### config.mk
export PLATFORM = sky130hd
export DESIGN_NAME = dla_psum_tree
export DESIGN_NICKNAME = d
export VERILOG_FILES = /design/src/rtl/dla_pkg.sv /design/src/rtl/dla_tree_stage.sv /design/src/rtl/dla_psum_tree.sv
export SDC_FILE = /design/constraint.sdc
export NUM_CORES = 1
export LEC_CHECK = 0
export CAP_MARGIN = 30
export CORE_MARGIN = 2
export CORE_UTILIZATION = 53
export DETAILED_ROUTE_END_ITERATION = 10
export GPL_ROUTABILITY_DRIVEN = 0
export PLACE_DENSITY = 0.78
export SYNTH_ARGS = -nofsm -noshare
export SYNTH_HDL_FRONTEND = slang
export SYNTH_SLANG_ARGS = --single-unit
### constraint.sdc
create_clock -name clk -period 2.97 [get_ports clk]
set_input_delay 0.594 -clock clk [delete_from_list [all_inputs] [get_ports clk]]
set_output_delay 0.594 -clock clk [all_outputs]
set_load 0.01 [all_outputs]
### src/rtl/dla_pkg.sv
// Shared types and helpers for the DLA partial-sum datapath.
// Pure definitions: no state, no latency, no flow control.
package dla_pkg;
  localparam int HWORD  = 16;
  localparam int TREE_W = HWORD + 4;
  localparam int ACC_W  = 24;
  localparam int CH_W   = 8;

  typedef logic signed [HWORD-1:0]  hword_t;
  typedef hword_t [8:0]             prod_vec_t;
  typedef logic signed [TREE_W-1:0] tree_t;
  typedef logic signed [ACC_W-1:0]  acc_t;

  // Stage payloads; first/last mark a pixel's channel boundaries.
  typedef struct packed {
    tree_t  a, b, c, d, e;
    hword_t bias;
    logic   first;
    logic   last;
  } s1_t;

  typedef struct packed {
    tree_t  a, b, c;
    hword_t bias;
    logic   first;
    logic   last;
  } s2_t;

  typedef struct packed {
    tree_t  sum;
    hword_t bias;
    logic   first;
    logic   last;
  } s3_t;

  function automatic tree_t sext_tree(input hword_t x);
    return {{(TREE_W-HWORD){x[HWORD-1]}}, x};
  endfunction

  function automatic acc_t sext_acc_t(input tree_t x);
    return {{(ACC_W-TREE_W){x[TREE_W-1]}}, x};
  endfunction

  function automatic acc_t sext_acc_h(input hword_t x);
    return {{(ACC_W-HWORD){x[HWORD-1]}}, x};
  endfunction

  // In range when every bit above the result's sign bit matches it.
  function automatic hword_t sat_hword(input acc_t acc);
    if ((&acc[ACC_W-1:HWORD-1]) || !(|acc[ACC_W-1:HWORD-1]))
      return acc[HWORD-1:0];
    else if (acc[ACC_W-1])
      return {1'b1, {(HWORD-1){1'b0}}};
    else
      return {1'b0, {(HWORD-1){1'b1}}};
  endfunction

  function automatic hword_t relu_hword(input hword_t x, input logic en);
    return (en && x[HWORD-1]) ? '0 : x;
  endfunction
endpackage

### src/rtl/dla_tree_stage.sv
// Stall-able register slice for one adder-tree stage (data + valid), 1 cycle.
// Holds everything while i_stall is high; synchronous active-low reset clears it.
module dla_tree_stage #(
  parameter int W = 1
) (
  input  logic         clk,
  input  logic         rst,
  input  logic         i_stall,
  input  logic         i_vld,
  input  logic [W-1:0] i_dat,
  output logic         o_vld,
  output logic [W-1:0] o_dat
);
  logic         r_vld;
  logic [W-1:0] r_dat;

  always_ff @(posedge clk) begin
    if (!rst) begin
      r_vld <= 1'b0;
      r_dat <= '0;
    end else if (!i_stall) begin
      r_vld <= i_vld;
      r_dat <= i_dat;
    end
  end

  assign o_vld = r_vld;
  assign o_dat = r_dat;
endmodule

### src/rtl/dla_psum_tree.sv
// 3x3 product reduction tree + per-pixel channel accumulator with saturating/ReLU output.
// 5-cycle latency from last channel to out_valid; stall freezes every register.
module dla_psum_tree
  import dla_pkg::*;
(
  input  logic            clk,
  input  logic            rst,
  input  logic            stall,
  input  logic            in_valid,
  input  prod_vec_t       mul_result_in,
  input  hword_t          bias,
  input  logic [CH_W-1:0] ch_num,
  input  logic            relu_en,
  output hword_t          psum_out,
  output logic            out_valid,
  output logic            busy
);
  logic [CH_W-1:0] r_in_cnt, r_eff_ch, r_ch_cnt;
  logic [CH_W-1:0] w_eff_new, w_eff_ch;
  logic            w_first, w_last;
  s1_t             w_s1_d, w_s1_q;
  s2_t             w_s2_d, w_s2_q;
  s3_t             w_s3_d, w_s3_q;
  logic            w_s1_vld, w_s2_vld, w_s3_vld;
  acc_t            r_acc;
  logic            r_done, r_out_vld;
  hword_t          r_psum;

  // Channel position is resolved at entry so first/last can ride with the data.
  assign w_eff_new = (ch_num == '0) ? CH_W'(1) : ch_num;
  assign w_first   = (r_in_cnt == '0);
  assign w_eff_ch  = w_first ? w_eff_new : r_eff_ch;
  assign w_last    = (r_in_cnt == w_eff_ch - CH_W'(1));

  always_ff @(posedge clk) begin
    if (!rst) begin
      r_in_cnt <= '0;
      r_eff_ch <= '0;
    end else if (in_valid && !stall) begin
      r_in_cnt <= w_last ? '0 : r_in_cnt + CH_W'(1);
      if (w_first)
        r_eff_ch <= w_eff_new;
    end
  end

  always_comb begin
    w_s1_d       = '0;
    w_s1_d.a     = sext_tree(mul_result_in[0]) + sext_tree(mul_result_in[1]);
    w_s1_d.b     = sext_tree(mul_result_in[2]) + sext_tree(mul_result_in[3]);
    w_s1_d.c     = sext_tree(mul_result_in[4]) + sext_tree(mul_result_in[5]);
    w_s1_d.d     = sext_tree(mul_result_in[6]) + sext_tree(mul_result_in[7]);
    w_s1_d.e     = sext_tree(mul_result_in[8]);
    w_s1_d.bias  = bias;
    w_s1_d.first = w_first;
    w_s1_d.last  = w_last;

    w_s2_d       = '0;
    w_s2_d.a     = w_s1_q.a + w_s1_q.b;
    w_s2_d.b     = w_s1_q.c + w_s1_q.d;
    w_s2_d.c     = w_s1_q.e;
    w_s2_d.bias  = w_s1_q.bias;
    w_s2_d.first = w_s1_q.first;
    w_s2_d.last  = w_s1_q.last;

    w_s3_d       = '0;
    w_s3_d.sum   = w_s2_q.a + w_s2_q.b + w_s2_q.c;
    w_s3_d.bias  = w_s2_q.bias;
    w_s3_d.first = w_s2_q.first;
    w_s3_d.last  = w_s2_q.last;
  end

  dla_tree_stage #(.W($bits(s1_t))) u_s1 (
    .clk(clk), .rst(rst), .i_stall(stall), .i_vld(in_valid),
    .i_dat(w_s1_d), .o_vld(w_s1_vld), .o_dat(w_s1_q)
  );
  dla_tree_stage #(.W($bits(s2_t))) u_s2 (
    .clk(clk), .rst(rst), .i_stall(stall), .i_vld(w_s1_vld),
    .i_dat(w_s2_d), .o_vld(w_s2_vld), .o_dat(w_s2_q)
  );
  dla_tree_stage #(.W($bits(s3_t))) u_s3 (
    .clk(clk), .rst(rst), .i_stall(stall), .i_vld(w_s2_vld),
    .i_dat(w_s3_d), .o_vld(w_s3_vld), .o_dat(w_s3_q)
  );

  always_ff @(posedge clk) begin
    if (!rst) begin
      r_acc    <= '0;
      r_ch_cnt <= '0;
      r_done   <= 1'b0;
    end else if (!stall) begin
      r_done <= w_s3_vld && w_s3_q.last;
      if (w_s3_vld) begin
        r_acc    <= w_s3_q.first ? sext_acc_t(w_s3_q.sum) + sext_acc_h(w_s3_q.bias)
                                 : r_acc + sext_acc_t(w_s3_q.sum);
        r_ch_cnt <= w_s3_q.last ? '0 : r_ch_cnt + CH_W'(1);
      end
    end
  end

  always_ff @(posedge clk) begin
    if (!rst) begin
      r_psum    <= '0;
      r_out_vld <= 1'b0;
    end else if (!stall) begin
      r_out_vld <= r_done;
      if (r_done)
        r_psum <= relu_hword(sat_hword(r_acc), relu_en);
    end
  end

  assign psum_out  = r_psum;
  assign out_valid = r_out_vld;
  assign busy      = w_s1_vld || w_s2_vld || w_s3_vld || (r_ch_cnt != '0);
endmodule
==> results.py <==
metrics = {
    "route": {
        "routedWlPerCell_um": 15.1,
        "wl_um": 43300,
        "dr_total_vias": 16054,
        "drtPass1Iterations": 5,
        "antenna_left": 0,
        "drtIter0Drc": 1077,
        "via_per_inst": 5.59,
        "drcViolationCount": 0,
    },
    "timing": {
        "max_freq_ghz": 0.328,
        "period_needed_ps": 3050,
        "fin_tns_setup_ps": -147,
        "fin_crit_sh": 1.03,
        "fin_ws_ps": -80.7,
        "rsz0062_at_grt": "true",
        "worstMarginPinSlew_ps": 531,
        "hold_violations": 0,
        "final_max_slew_viol_count": 0,
        "finClkSkew_ps": 23.7,
        "slew_headroom": 0.646,
        "setup_violations": 2,
    },
    "clock_tree": {
        "cts_tree": "done",
        "htreeDepth": 1,
        "cts.sinks": 283,
        "clock_path_buffers": 3,
        "root_buffer": "clkbuf_16",
        "clk_transition_reported_paths_ps": 60,
        "cts_made_buffers": 30,
        "clk_latency_ps": 570,
    },
    "synthesis": {
        "ys_warn_count": 0,
        "synth_area_leaders": "dfxtp_1, ha_1, mux2i_1",
        "syn_avg_cell_area_um2": 8.54,
        "synthesis.nets": 2534,
        "yosysSeqAreaShare": 0.306,
        "synth_cell_types": 80,
        "synthArstFlopShare": 0,
        "synthCells": 2169,
        "synth-seq-cells": 283,
        "syn_area_um2": 18500,
        "yosys.area.top_type_share": 0.306,
        "synth_enable_flop_cells": 0,
        "synth_flop_cell": "dfxtp_1",
        "yosysTopAreaCell": "dfxtp_1",
    },
    "hold_path": {
        "min_path_cells": 2,
        "worstHoldEndpoint": "psum_out[2]",
        "min-delay-start": "psum_out[2]",
        "min_path_type": "reg2reg",
    },
    "pwr": {
        "pwr-share-seq": 0.407,
        "p_leak_nw": 9.72,
        "finalPower_mw": 10.4,
        "ir_drop_mv": 0.375,
        "p_comb_frac": 0.232,
        "swShare": 0.281,
        "clkPwrFrac": 0.361,
        "power_switching_mw": 2.93,
        "internal-power_mw": 7.49,
        "power_density_nw_per_um2": 460,
    },
    "critical_path": {
        "end_kind": "flop",
        "worstPathRequired_ps": 3450,
        "worstRegToRegCells": 12,
        "r2r-start": "u_s2.o_dat[19]",
        "cp_data_arrival_time_ps": 3530,
        "cp-start-kind": "flop",
        "rr_endpoint": "u_s3.o_dat[37]",
        "r2r_setup_slack_ps": -80,
        "timing.critical_path.fanout_max": 2,
        "path_class": "reg2reg",
    },
    "global_routing": {
        "antenna_found_initial": 0,
        "grt_first_pass_wirelength_um": 71800,
        "grt_pass1_vias": 15353,
        "track_usage": 0.232,
        "grt_overflow": 0,
        "grt_max_degree": 120,
    },
    "floorplan": {
        "rows": 68,
        "core_area_um2": 34500,
        "io_pins": 191,
        "die_w_um": 191,
        "die_area_um2": 36500,
        "start_util": 0.538,
        "die_h_um": 191,
    },
    "finish": {
        "drive_gt1_frac": 0.0864,
        "design_area_um2": 22600,
        "final_util": 0.657,
        "syn_to_final_growth_pct": 22.1,
        "finalNetCount": 2760,
        "diodes": 0,
    },
    "job": {
        "cap_violations": 0,
    },
    "placement": {
        "port-buffer-count": 190,
        "placed_area_um2": 21400,
        "dp_hpwl_um": 32400,
    },
    "run_status": {
        "violations": "setup timing",
        "status": "finished with violations",
    },
}
==> worst max path at each step <==
stage / start / to / slack [ps]
floorplan: u_s2.o_dat[19] / u_s3.o_dat[33] / -30
global placement: mul_result_in[0] / u_s1.o_dat[112] / -380
detailed placement: mul_result_in[97] / u_s1.o_dat[53] / -460
CTS: u_s2.o_dat[19] / u_s3.o_dat[33] / -80
global route: u_s2.o_dat[19] / u_s3.o_dat[33] / -270
finish: u_s2.o_dat[19] / u_s3.o_dat[37] / -80
==> layout make-up <==
cell class	instances	area, um^2
Timing Repair Buffer	285	2670
Sequential cell	283	5680
Tap cell	455	569
Clock inverter	9	113
Multi-Input combinational cell	1736	12500
Clock buffer	47	895
Inverter	59	221
Fill cell	2832	11800
==> flip-flops by register name, indices dropped and copies added, names as in the netlist <==
signal and flops:
u_s1.o_dat 102, r_ch_cnt 8, u_s2.o_dat 74, u_s3.o_vld 1, psum_out 16, r_done 1, r_in_cnt 8, out_valid 1
u_s2.o_vld 1, u_s1.o_vld 1, u_s3.o_dat 38, r_eff_ch 8, r_acc 24
==> power by group through the flow <==
stage | registers (mW) | clock network, mW | logic, mW
after floorplan | 4.23 | 0 | 1.65
after global placement | 4.30 | 0 | 2.30
after detailed placement | 4.31 | 0 | 2.36
after CTS | 4.23 | 3.84 | 2.39
after global routing | 4.26 | 3.99 | 2.70
final | 4.24 | 3.76 | 2.42
==> synth_stat cells, types with 8 or more instances <==
library cell / instances
a211oi_1: 11
a21boi_0: 34
a21o_1: 36
a21oi_1: 106
a31oi_1: 15
and2_1: 88
and3_1: 19
buf_1: 13
clkbuf_1: 75
dfxtp_1: 283
fa_1: 28
ha_1: 164
inv_1: 59
mux2i_1: 105
nand2_1: 204
nand2b_1: 22
nand3_1: 55
nand4_1: 15
nor2_1: 127
nor2b_1: 125
nor3_1: 46
nor4_1: 8
o211a_1: 15
o211ai_1: 24
o21a_1: 30
o21ai_0: 138
o21ai_1: 34
o21bai_1: 9
o31ai_1: 17
or3_1: 25
xnor2_1: 62
xor2_1: 72
==> per-stage QoR <==
step / worst slack, ps / hold slack [ps] / instances
detailed placement: -459 / 456 / 2816
global route: -268 / 492 / 2874
floorplan: -30.3 / 442 / 2169
global placement: -377 / 448 / 2816
finish: -80.7 / 461 / 2874
CTS: -77.4 / 464 / 2874
==> worst max-delay path, stage by stage, from the launching register on <==
cell and delay (ps):
dfxtp_2 330, fa_1 470, ha_2 200, fa_2 340, a211o_1 300, a21oi_2 180
o21ai_2 90, a2111oi_4 350, nor2_1 110, a41o_1 240, nor2_2 130, nor4bb_1 60
a211oi_1 160
==> logic make-up after synthesis <==
logic type | synth area share
buf+inv | 0.0307
flops | 0.306
xor+xnor | 0.0642
fa+ha+maj | 0.141
mux | 0.0573
simple gates | 0.214
compound gates | 0.187
==> repair_timing <==
item	in CTS	in global routing
endpoints found under the setup margin	6	29
buffers inserted	2	0
hold buffers	0	0
gates resized for setup	7	39
pin swaps	6	11
==> cells in the final DEF, fill, tap and decap left out, types with 25 or more instances in the layout <==
cell and instances:
dfxtp_1 275, ha_1 159, or3_1 25, clkbuf_16 30, a21o_1 36, and2_1 87
nor2b_1 123, buf_4 91, o21ai_1 33, a21oi_1 102, mux2i_1 104, o21a_1 30
xor2_1 71, nand3_1 55, nor2_1 125, o21ai_0 136, fa_1 27, xnor2_1 62
a21boi_0 34, inv_1 58, nor3_1 45, clkdlybuf4s50_1 188, nand2_1 203
==> per-layer routing <==
metal	up-vias	routed length, um	GRT usage
li1	8159	-	-
met3	73	1820	0.0224
met1	7443	19600	0.300
met5	-	0	0
met2	379	20800	0.412
met4	0	1030	0.0635
Power figures use the tool's default switching activity.
